### config.mk
export PLATFORM = sky130hd
export DESIGN_NAME = seg7_digit_counter
export DESIGN_NICKNAME = d
export VERILOG_FILES = /design/src/rtl/seg7_pkg.sv /design/src/rtl/seg7_prescaler.sv /design/src/rtl/seg7_digit_counter.sv
export SDC_FILE = /design/constraint.sdc
export NUM_CORES = 1
export LEC_CHECK = 0
export BUFFER_PORTS_ARGS = -buffer_cell sky130_fd_sc_hd__clkbuf_2
export CORE_MARGIN = 1.5
export CORE_UTILIZATION = 25
export CTS_BUF_LIST = sky130_fd_sc_hd__clkbuf_16
export CTS_CLUSTER_SIZE = 12
export DETAILED_ROUTE_END_ITERATION = 16
export SLEW_MARGIN = 20
export SYNTH_ARGS = -nofsm -noshare
export SYNTH_HDL_FRONTEND = slang
export SYNTH_HIERARCHICAL = 1
export SYNTH_SLANG_ARGS = --single-unit
### constraint.sdc
create_clock -name CLK -period 4.67 [get_ports CLK]
set_input_delay 0.934 -clock CLK [delete_from_list [all_inputs] [get_ports CLK]]
set_output_delay 0.934 -clock CLK [all_outputs]
set_load 0.01 [all_outputs]
### src/rtl/seg7_pkg.sv
//==============================================================================
// Module   : seg7_pkg
// Brief    : Shared seven-segment pattern constants and digit decoder.
// Revision : 1.0 - initial release
//==============================================================================
`default_nettype none

package seg7_pkg;

    // Bit order is {A,B,C,D,E,F,G}, active-high.
    localparam logic [6:0] SEG_0     = 7'b1111110;
    localparam logic [6:0] SEG_1     = 7'b0110000;
    localparam logic [6:0] SEG_2     = 7'b1101101;
    localparam logic [6:0] SEG_3     = 7'b1111001;
    localparam logic [6:0] SEG_4     = 7'b0110011;
    localparam logic [6:0] SEG_5     = 7'b1011011;
    localparam logic [6:0] SEG_6     = 7'b1011111;
    localparam logic [6:0] SEG_7     = 7'b1110000;
    localparam logic [6:0] SEG_8     = 7'b1111111;
    localparam logic [6:0] SEG_9     = 7'b1111011;
    localparam logic [6:0] SEG_BLANK = 7'b0000000;

    localparam logic [3:0] DIGIT_MAX = 4'd9;

    function automatic logic [6:0] segOf(input logic [3:0] digit);
        logic [6:0] seg;
        case (digit)
            4'd0:    seg = SEG_0;
            4'd1:    seg = SEG_1;
            4'd2:    seg = SEG_2;
            4'd3:    seg = SEG_3;
            4'd4:    seg = SEG_4;
            4'd5:    seg = SEG_5;
            4'd6:    seg = SEG_6;
            4'd7:    seg = SEG_7;
            4'd8:    seg = SEG_8;
            4'd9:    seg = SEG_9;
            default: seg = SEG_BLANK;
        endcase
        return seg;
    endfunction

endpackage

`default_nettype wire

### src/rtl/seg7_prescaler.sv
//==============================================================================
// Module   : seg7_prescaler
// Brief    : Divide-by-DIV enable prescaler producing a single-cycle TICK.
// Revision : 1.0 - initial release
//==============================================================================
`default_nettype none

module seg7_prescaler #(
    parameter int DIV   = 1000,
    parameter int DIV_W = 16
) (
    input  logic CLK,
    input  logic RST,
    input  logic EN,
    input  logic CLR,
    output logic TICK
);

    localparam logic [DIV_W-1:0] c_last = DIV_W'(DIV - 1);

    logic [DIV_W-1:0] r_pc;

    assign TICK = EN && (r_pc == c_last);

    always_ff @(posedge CLK or negedge RST) begin
        if (!RST) begin
            r_pc <= '0;
        end else if (CLR) begin
            r_pc <= '0;
        end else if (EN) begin
            r_pc <= TICK ? '0 : r_pc + 1'b1;
        end
    end

endmodule

`default_nettype wire

### src/rtl/seg7_digit_counter.sv
//==============================================================================
// Module   : seg7_digit_counter
// Brief    : Prescaled up/down decimal digit with registered segments, DP and
//            carry. Optional SEG7_PAUSE_BLINK_EN blinks the display while paused.
// Revision : 1.0 - initial release
//==============================================================================
`default_nettype none

module seg7_digit_counter
    import seg7_pkg::*;
#(
    parameter int DIV   = 1000,
    parameter int DIV_W = 16
) (
    input  logic       CLK,
    input  logic       RST,
    input  logic       EN,
    input  logic       UP,
    input  logic       LOAD,
    input  logic [3:0] LOAD_VAL,
    output logic [3:0] DIGIT,
    output logic       A,
    output logic       B,
    output logic       C,
    output logic       D,
    output logic       E,
    output logic       F,
    output logic       G,
    output logic       DP,
    output logic       CARRY
);

    logic       w_preEn;
    logic       w_tick;
    logic       w_step;
    logic       w_wrap;
    logic [3:0] w_nextDigit;
    logic [6:0] w_segOut;
    logic       w_dpOut;

    logic [3:0] r_digit;
    logic [6:0] r_seg;
    logic       r_dp;
    logic       r_carry;

`ifdef SEG7_PAUSE_BLINK_EN
    assign w_preEn = 1'b1;
`else
    assign w_preEn = EN;
`endif

    seg7_prescaler #(
        .DIV   (DIV),
        .DIV_W (DIV_W)
    ) u_prescaler (
        .CLK  (CLK),
        .RST  (RST),
        .EN   (w_preEn),
        .CLR  (LOAD),
        .TICK (w_tick)
    );

    // LOAD wins over a coincident tick, so the tick is dropped entirely.
    assign w_step = w_tick && EN && !LOAD;
    assign w_wrap = w_step && (UP ? (r_digit == DIGIT_MAX) : (r_digit == 4'd0));

    always_comb begin
        w_nextDigit = r_digit;
        if (LOAD) begin
            w_nextDigit = (LOAD_VAL > DIGIT_MAX) ? DIGIT_MAX : LOAD_VAL;
        end else if (w_step) begin
            if (UP) begin
                w_nextDigit = w_wrap ? 4'd0 : r_digit + 4'd1;
            end else begin
                w_nextDigit = w_wrap ? DIGIT_MAX : r_digit - 4'd1;
            end
        end
    end

    // Segments decode the next digit so they land on the same edge as DIGIT.
    always_ff @(posedge CLK or negedge RST) begin
        if (!RST) begin
            r_digit <= 4'd0;
            r_seg   <= SEG_0;
            r_dp    <= 1'b0;
            r_carry <= 1'b0;
        end else begin
            r_digit <= w_nextDigit;
            r_seg   <= segOf(w_nextDigit);
            r_carry <= w_wrap;
            if (w_wrap) begin
                r_dp <= ~r_dp;
            end
        end
    end

`ifdef SEG7_PAUSE_BLINK_EN
    logic r_blink;

    always_ff @(posedge CLK or negedge RST) begin
        if (!RST) begin
            r_blink <= 1'b0;
        end else if (EN) begin
            r_blink <= 1'b0;
        end else if (w_tick) begin
            r_blink <= ~r_blink;
        end
    end

    assign w_segOut = r_blink ? SEG_BLANK : r_seg;
    assign w_dpOut  = r_dp & ~r_blink;
`else
    assign w_segOut = r_seg;
    assign w_dpOut  = r_dp;
`endif

    assign {A, B, C, D, E, F, G} = w_segOut;
    assign DIGIT = r_digit;
    assign DP    = w_dpOut;
    assign CARRY = r_carry;

endmodule

`default_nettype wire

==> summary.txt, run 1 <==
Status - completed
Row count - 30
Post-DP HPWL - 2780 µm
Design area - 2140 µm²
DR vias/cell - 4.79
Worst-Margin Slew - 0.740 ns
Synth unique cells - 49
R2r startpoint - u_prescaler/r_pc[4]
CP startpoint kind - input pin
WP data required - 4.86 ns
FILL cells - 706
GRT overflow - 0
Die width - 87.0 µm
Port-buffer cells - 21
Synthesized area - 1760 µm²
Mapped Nets - 194
Crit share post-route - 85.8%
Number of setup buffers added after CTS - 0
Data arrival, critical path - 4.20 ns
Cell count after synthesis - 174
Pins over their slew limit - 0
DRT Wirelength - 3880 µm
CTS Hold Bufs - 0
Post-synth top cells - dfrtp_1 (23), nor2_1 (14), inv_1 (13), nand2_1 (13)
Synthesis-stage register bit count - 29
Starting Density - 25.9%
Root buf cell - clkbuf_16
Maximum clock path buffer count - 2
Ports - 22
Worst flop-to-flop path endpoint - r_seg[6]
Register area - 733 µm²
Residual DRC - 0
Clock Power Share - 49.6%
GPL Wtd Cong - 0.849
Peak Freq - 0.250 GHz
Most frequent cell after synthesis - dfrtp_1
Peak VDD IR - 115 µV
CP max-delay cell - or4_1
Post-synth ARST share - 100%
Clk sink count - 29
EDFF count, synth - 0
Initial antenna violation count - 0
Post-synth top area cell - dfrtp_1
Top_reg_cell synth - dfrtp_1
R2R Setup Slk - 0.99 ns
PwrDens - 349 nW/µm²
Final nets - 221
Die area - 7560 µm²
Relative slew slack - 50.7%
Critical Path Max Stage Delay - 0.58 ns
Wire per inst - 13.0 µm
Area growth, synth to finish - 21.6%
Part of the power in registers - 37.5%
GRT Util Overall - 11.2%
Placed inst area - 1970 µm²
Sw Ratio - 25.1%
CTS H-Tree Depth - 2
Clk_skew - 0.00756 ns
Final setup violating endpoints - 0
Register-to-Register Path Depth - 12
Total Neg Setup Slack - 0 ns
Psw - 0.188 mW
Min Tclk post-route - 4.01 ns
Register area share after synthesis - 41.6%
Skew-Pair Late Insertion Delay - 0.28 ns
Average cell area after synthesis - 10.1 µm²
Hold Path Class - flip-flop to flip-flop
Hold endpoint - DP
Hold Path Cell Cnt - 1
Final Hold Fails - 0
CP Cell Sequence - clkbuf_2 > or4b_4 > or4_1 > inv_1 > nand2_1 > or3_1 > o21ai_0 > buf_4 > inv_1 > ha_1 > a211oi_1 > a21oi_1 > o21ai_0
Post-CTS sizing - 0
Critical path startpoint - EN
N_diodes - 0
First-pass GRT wire length - 6690 µm
RSZ-0062 raised after global routing - false
Drt pass-1 iters - 4
Leakage - 0.919 nW
Share of layout cells above drive strength 1 - 25.7%
Total CTS buffers - 5
Pin count of the biggest net entering global routing - 30
Main area contributors after synthesis - dfrtp_1 (33%), dfstp_2 (8.9%), ha_1 (7.8%)
Multi-input combinational cell area - 958 µm²
Internal power - 0.561 mW
Max_cap viols - 0
Core ar. - 6790 µm²
Routed vias - 1427
Endpoint class of the critical path - flip-flop
Clock transition at the registers of the reported paths - 0.06 ns
CP Class - input pin to flip-flop
CTS tree - done
CP max FO - 9
Synth warn - 6
Die Ht - 87.0 µm
Yosys top cell area share - 32.6%
Antenna Nets Post-Route - 0
Startpoint of the worst hold path - DP
Vias in the first global route - 1441
DR iter-0 viols - 58
Comb pwr share - 12.8%
## final cells by class
| class | count | area share, % |
|---|---|---|
| clock inverter | 3 | 2.16 |
| sequential | 29 | 34.2 |
| tap | 96 | 5.60 |
| inverter | 13 | 2.28 |
| clock buffer | 5 | 5.83 |
| multi-input combinational | 130 | 44.7 |
| timing repair buffer | 22 | 5.25 |
## cells by family (layout without fill, tap and decap cells)
logic type	after synthesis	after routing	synth area share, %
mux	4	4	2.91
xor+xnor	11	11	5.47
compound gates	41	41	18.2
simple gates	63	63	20.0
fa+ha+maj	11	11	7.81
flops	29	29	41.6
buf+inv	15	43	4.05
## power groups by stage
stage	registers [mW]	logic [mW]	clock network, mW
after floorplan	0.289	0.0552	0
after global placement	0.286	0.0946	0
after detailed placement	0.286	0.0962	0
after CTS	0.282	0.0969	0.382
after global routing	0.283	0.108	0.394
final	0.281	0.0961	0.372
## stage by stage
stage               total power [mW]  hold WS, ns  utilization [%]  setup WS [ns]  instances
floorplan                      0.345        0.464                -          0.784        174
global placement               0.381        0.459             29.0          0.577        290
detailed placement             0.382        0.458             29.0          0.425        290
CTS                            0.761        0.469             31.6          0.705        298
global route                   0.785        0.497             31.6          0.462        298
finish                         0.749        0.467             31.6          0.663        298
## worst max-delay path, delay by kind of cell
kind / cells / cell delay [ns]
adders and majority gates: 1 / 0.21
buffers and inverters: 4 / 0.52
and+or+nand+nor: 4 / 1.71
AOI/OAI and AO/OA: 4 / 0.82
## state kept, by name, indices dropped and copies added, names as in the netlist
signal / count
CARRY: 1
u_prescaler/r_pc: 16
DP: 1
r_seg: 7
DIGIT: 4
## cell usage in the layout, fill, tap and decap left out, types with 2 or more instances in the layout
cell / synthesis / routed
o41ai_1: 2 / 2
nand2_1: 13 / 13
o311ai_0: 2 / 2
xnor2_1: 8 / 8
nor4_1: 4 / 4
a21oi_1: 10 / 10
nor3_1: 5 / 5
clkbuf_16: 0 / 5
clkbuf_2: 0 / 21
o21ai_0: 11 / 11
or4_1: 3 / 3
nor2_1: 14 / 14
nor4b_1: 2 / 2
dfrtp_1: 23 / 23
or3_1: 4 / 4
xor2_1: 3 / 3
mux2_4: 2 / 2
ha_1: 11 / 11
nand3_1: 7 / 7
dfstp_2: 6 / 6
inv_1: 13 / 13
## worst max-delay path by stage
stage               end  slack [ns]  cells after the start
2_1_floorplan  r_seg[3]        0.78                     11
3_3_place_gp   r_seg[6]        0.58                     13
3_5_place_dp   r_seg[6]        0.42                     13
4_1_cts        r_seg[6]        0.70                     13
5_1_grt        r_seg[6]        0.46                     13
6_report       r_seg[6]        0.66                     13
## routing by layer
| layer | vias to the layer above | share of wire (%) | track usage, % |
|---|---|---|---|
| li1 | 689 | - | - |
| met1 | 705 | 47 | 13.6 |
| met2 | 28 | 48 | 18.7 |
| met3 | 5 | 4.1 | 3.60 |
| met4 | 0 | 1.3 | 3.96 |
| met5 | - | 0 | 0 |
Power figures use the tool's default switching activity.
==> run 2: changes to the inputs <==
clock period = 3.75 ns   (was 4.67 ns; I/O delays follow)
==> run 2 against run 1 <==
  * Setup slack got worse by 0.35 ns
  * Largest power group unchanged
  * Clock skew rose by 0.0016 ns
  * Count of clock-buffer cells in the layout did not move
  * Global-route usage barely moved
  * Non-clock buffer count rose by 3
  * Highest routed layer unchanged
  * Via count fell by 3.4%
  * Critical path depth did not move
  * Hold slack barely moved
==> summary.txt, run 2 (same netlist as run 1, synthesis figures left out) <==
Setup ws final - 0.315 ns (-0.348 ns)
Status - completed
RSZ-0062 raised after global routing - false
Number of setup buffers added after CTS - 0 (unchanged)
Peak Freq - 0.291 GHz
Data arrival, critical path - 3.63 ns (-0.57 ns)
Ports - 22 (unchanged)
Critical Path Max Stage Delay - 0.59 ns (about the same)
WP data required - 3.94 ns (-0.92 ns)
Starting Density - 25.9% (unchanged)
CTS Hold Bufs - 0 (unchanged)
Core ar. - 6790 µm² (unchanged)
DRT Wirelength - 3830 µm (-1.3%)
Total CTS buffers - 5 (unchanged)
Port-buffer cells - 21 (unchanged)
Die width - 87.0 µm (unchanged)
Initial antenna violation count - 0 (unchanged)
Skew-Pair Late Insertion Delay - 0.28 ns (about the same)
CP most frequent cell - inv_1
Share of layout cells above drive strength 1 - 26.3% (+0.60 points)
Final Hold Fails - 0 (unchanged)
GRT overflow - 0 (unchanged)
Total Neg Setup Slack - 0 ns (unchanged)
R2R Setup Slk - 0.35 ns (-0.64 ns)
Die area - 7560 µm² (unchanged)
Max_cap viols - 0 (unchanged)
Die Ht - 87.0 µm (unchanged)
Post-DP HPWL - 2920 µm (+4.9%)
GRT Util Overall - 11.3% (+0.031 points)
Min Tclk post-route - 3.43 ns
Final nets - 224 (+1.4%)
Peak VDD IR - 206 µV (+80%)
Final setup violating endpoints - 0 (unchanged)
Hold Path Class - flip-flop to flip-flop
Startpoint of the worst hold path - DP
Worst slack, placed - 0.0514 ns (-0.373 ns)
Antenna Nets Post-Route - 0 (unchanged)
CTS H-Tree Depth - 2 (unchanged)
Root buf cell - clkbuf_16
CP max-delay cell - or4_1
Area growth, synth to finish - 22.5%
Endpoint class of the critical path - flip-flop
CP Class - input pin to flip-flop
Clock transition at the registers of the reported paths - 0.05 ns (about the same)
Worst flop-to-flop path endpoint - r_seg[6]
CP Cell Sequence - clkbuf_2 > or4b_4 > or4_1 > inv_1 > nand2_1 > buf_4 > nor3_1 > a221o_1 > inv_1 > ha_1 > a211oi_1 > a21oi_1 > o21ai_0
Max FFs per register - 16 (unchanged)
Crit share post-route - 91.6%
Pin count of the biggest net entering global routing - 30 (unchanged)
Hold WS - 0.467 ns (-0.000191 ns)
Hold endpoint - DP
R2r startpoint - u_prescaler/r_pc[4]
Vias in the first global route - 1397 (-3.1%)
CTS tree - done
Relative slew slack - 51.2% (+0.56 points)
Highest-count cells in the layout ignoring fill and taps - dfrtp_1 (23), clkbuf_2 (21), inv_1 (14), nor2_1 (14), nand2_1 (13)
Wire per inst - 12.7 µm (-2.2%)
Worst-Margin Slew - 0.732 ns (-0.00837 ns)
Post-CTS sizing - 0 (unchanged)
Design area - 2160 µm² (+0.70%)
DR iter-0 viols - 44 (-24%)
Pins over their slew limit - 0 (unchanged)
Residual DRC - 0 (unchanged)
Drt pass-1 iters - 4 (unchanged)
First-pass GRT wire length - 6670 µm (-0.31%)
Clk_skew - 0.00916 ns (+0.00159 ns)
CP startpoint kind - input pin
Most flops, register - u_prescaler/r_pc
Maximum clock path buffer count - 2 (unchanged)
Row count - 30 (unchanged)
Routed vias - 1379 (-3.4%)
DR vias/cell - 4.58 (-4.3%)
Placed inst area - 2000 µm² (+1.1%)
Commonest non-fill, non-tap cell in the layout - dfrtp_1
GPL Wtd Cong - 0.790 (-6.9%)
Leakage - 0.938 nW (+2.1%)
Hold Path Cell Cnt - 1 (unchanged)
Register-to-Register Path Depth - 12 (unchanged)
Clk sink count - 29 (unchanged)
PwrDens - 423 nW/µm² (+21%)
CP max FO - 5 (-4)
Final core occ - 31.8% (+0.22 points)
N_diodes - 0 (unchanged)
[run 2: per-stage QoR]
stage | power [mW] | instances
floorplan | 0.429 | 174
global placement | 0.477 | 293
detailed placement | 0.478 | 293
CTS | 0.934 | 301
global route | 0.963 | 301
finish | 0.913 | 301
[run 2: metal layers]
metal / part of all wire, % / vias up / track usage (%)
met4: 0.34 / 0 / 4.11
li1: - / 699 / -
met1: 45 / 649 / 14.0
met5: 0 / - / 0
met2: 49 / 29 / 18.2
met3: 5.1 / 2 / 3.70
[run 2: area by class of cell]
| type | count | area (µm²) |
|---|---|---|
| fillers | 721 | 4630 |
| multi-input cells | 130 | 958 |
| flip-flops and latches | 29 | 733 |
| repair buffers | 25 | 135 |
| clock buffers | 5 | 125 |
| well taps | 96 | 120 |
| inverters | 13 | 48.8 |
| clock inverters | 3 | 38.8 |
[run 2: worst max-delay path, delay by kind of cell]
family	cells	cell delay [ns]
fa+ha+maj	1	0.19
compound gates	4	0.78
buf+inv	4	0.48
simple gates	4	1.42
[run 2: worst max path at each step]
stage                     slack, ns  from  endpoint  cells past startpoint
after global routing           0.04    EN  r_seg[3]                     13
after CTS                      0.32    EN  r_seg[6]                     13
after detailed placement       0.05    EN  r_seg[6]                     13
after global placement         0.07    EN  r_seg[6]                     13
after floorplan                0.05    EN  r_seg[3]                     11
final                          0.32    EN  r_seg[6]                     13
[run 2: where the power goes]
group          leakage [nW]  internal [mW]  switching (mW)  total, mW
registers             0.373          0.337          0.0132      0.350
clock network        0.0850          0.309           0.135      0.443
logic                 0.480         0.0492          0.0707      0.120
total                 0.938          0.695           0.218      0.913
==> run 3: changes to the inputs <==
ABC_AREA = 1   (was default)
==> run 3 against run 2 <==
  * Clock skew is 0.0047 ns lower
  * Synthesized area up 18%
  * Maximum frequency up 22%
  * Global-route usage grew 0.82 points
  * Routed wire length increased by 23%
  * Critical endpoint unchanged
==> summary.txt, run 3 <==
R2R Setup Slk - 0.94 ns (+0.59 ns)
Clock transition at the registers of the reported paths - 0.05 ns (about the same)
Residual DRC - 0 (unchanged)
GRT Util Overall - 12.1% (+0.82 points)
Clk_skew - 0.00441 ns (-0.00475 ns)
Pins over their slew limit - 0 (unchanged)
Max_cap viols - 0 (unchanged)
Peak VDD IR - 151 µV (-27%)
Routed vias - 1848 (+34%)
Worst-Margin Slew - 0.757 ns (+0.0253 ns)
Root buf cell - clkbuf_16
Register area share after synthesis - 35.4% (-6.2 points)
Overall power - 1.00 mW (+9.6%)
Die width - 94.0 µm (+8.1%)
Critical path startpoint - u_prescaler/r_pc[0]
Most flops, register - u_prescaler/r_pc
Antenna Nets Post-Route - 0 (unchanged)
RSZ-0062 raised after global routing - false
Core ar. - 8130 µm² (+20%)
Skew-Pair Late Insertion Delay - 0.28 ns (about the same)
WP data required - 3.97 ns (+0.03 ns)
Synthesis-stage register bit count - 29 (unchanged)
GPL Wtd Cong - 0.872 (+10%)
Hold Path Class - flip-flop to flip-flop
Port-buffer cells - 21 (unchanged)
GRT overflow - 0 (unchanged)
Mapped Nets - 302 (+56%)
Number of setup buffers added after CTS - 0 (unchanged)
Data arrival, critical path - 3.03 ns (-0.60 ns)
Final setup violating endpoints - 0 (unchanged)
Starting Density - 25.5% (-0.48 points)
Clk sink count - 29 (unchanged)
Synthesized area - 2070 µm² (+18%)
Most frequent cell after synthesis - nand2_1
Post-DP HPWL - 3610 µm (+24%)
Average cell area after synthesis - 7.35 µm² (-27%)
Critical Path End - r_seg[6]
Top_reg_cell synth - dfrtp_1
Maximum clock path buffer count - 2 (unchanged)
Post-synth top cells - nand2_1 (79), inv_1 (38), nand3_1 (29), nor2_1 (26), dfrtp_1 (23)
Die area - 8840 µm² (+17%)
Final Hold Fails - 0 (unchanged)
PwrDens - 405 nW/µm² (-4.2%)
Synth warn - 6 (unchanged)
CP max FO - 6 (+1)
Share of layout cells above drive strength 1 - 22.7% (-3.6 points)
Total CTS buffers - 5 (unchanged)
Register-to-Register Path Depth - 13 (+1)
Area growth, synth to finish - 19.3%
Highest-count cells in the layout ignoring fill and taps - nand2_1 (79), inv_1 (38), nand3_1 (29), nor2_1 (26), dfrtp_1 (23)
Worst flop-to-flop path endpoint - r_seg[6]
Wire per inst - 11.4 µm (-10%)
Ports - 22 (unchanged)
DRT Wirelength - 4710 µm (+23%)
CTS Hold Bufs - 0 (unchanged)
Die Ht - 94.0 µm (+8.1%)
Max FFs per register - 16 (unchanged)
DR vias/cell - 4.47 (-2.3%)
Synth unique cells - 34 (-31%)
Post-synth ARST share - 100% (unchanged)
Commonest non-fill, non-tap cell in the layout - nand2_1
Drt pass-1 iters - 4 (unchanged)
Vias in the first global route - 1786 (+28%)
Pin count of the biggest net entering global routing - 30 (unchanged)
N_diodes - 0 (unchanged)
Final nets - 327 (+46%)
Peak Freq - 0.355 GHz (+22%)
Placed Cells - 405 (+38%)
EDFF count, synth - 0 (unchanged)
CP Class - flip-flop to flip-flop
Status - completed
Cell count after synthesis - 282 (+62%)
R2r startpoint - u_prescaler/r_pc[0]
DR iter-0 viols - 73 (+66%)
Total Neg Setup Slack - 0 ns (unchanged)
Min Tclk post-route - 2.81 ns (-0.621 ns)
Endpoint class of the critical path - flip-flop
Crit share post-route - 75.0% (-17 points)
Hold WS - 0.486 ns (+0.0187 ns)
Post-synth top area cell - dfrtp_1
CP startpoint kind - flip-flop
Row count - 33 (+10%)
Main area contributors after synthesis - dfrtp_1 (28%), nand2_1 (14%), dfstp_2 (7.6%)
Initial antenna violation count - 0 (unchanged)
Leakage - 1.23 nW (+32%)
CTS H-Tree Depth - 2 (unchanged)
Relative slew slack - 49.5% (-1.7 points)
CTS tree - done
Fin cells - 413 (+37%)
First-pass GRT wire length - 8310 µm (+25%)
Post-CTS sizing - 0 (unchanged)
Yosys top cell area share - 27.8% (-4.9 points)
run 3: worst max-delay path, stage by stage, from the launching register on:
cell and delay (ns):
dfrtp_1 0.40, ha_1 0.27, nand3_1 0.14, nor4_1 0.60
nand2_1 0.24, a21oi_1 0.17, nand3_1 0.13, nand2_2 0.17
inv_1 0.10, ha_1 0.18, nand3b_1 0.17, nand2_1 0.09
nand2_1 0.05, nand2_1 0.07
run 3: cell families after synthesis:
group	Yosys count	synth area share, %
AOI/OAI and AO/OA	17	5.25
adders and majority gates	11	6.64
and+or+nand+nor	180	43.3
DFF	29	35.4
xor gates and xnor gates	1	0.423
buffers and inverters	44	9.00
run 3: worst min-delay path by stage:
| stage | start | to | depth (start not counted) |
|---|---|---|---|
| after floorplan | RST | CARRY | 0 |
| after CTS | DP | DP | 1 |
| after global placement | DP | DP | 1 |
| final | DP | DP | 1 |
| after global routing | DP | DP | 1 |
| after detailed placement | DP | DP | 1 |
run 3: routing by layer:
metal,vias to the layer above,share of wire [%],track usage (%)
met5,-,0,0
met2,38,49,19.9
met1,857,44,15.7
li1,946,-,-
met3,7,5.8,2.75
met4,0,1.1,3.61
run 3: area by class of cell:
class                   instances  area, µm²
clock buffers                   5        125
multi-input cells             209       1150
clock inverters                 3       65.1
repair buffers                 21        105
well taps                     105        131
inverters                      41        159
flip-flops and latches         29        733
fillers                       864       5660
run 3: power by group:
part           total [mW]  switching, mW  internal, mW
logic               0.130         0.0856        0.0449
clock network       0.520          0.141         0.379
registers           0.351         0.0128         0.338
total                1.00          0.239         0.761
run 3: metrics by stage:
| step | util, % | area (µm²) | setup WS (ns) |
|---|---|---|---|
| floorplan | - | 2070 | 1.26 |
| global placement | 28.0 | 2280 | 0.889 |
| detailed placement | 28.0 | 2280 | 0.769 |
| CTS | 30.4 | 2470 | 0.926 |
| global route | 30.4 | 2470 | 0.633 |
| finish | 30.4 | 2470 | 0.936 |
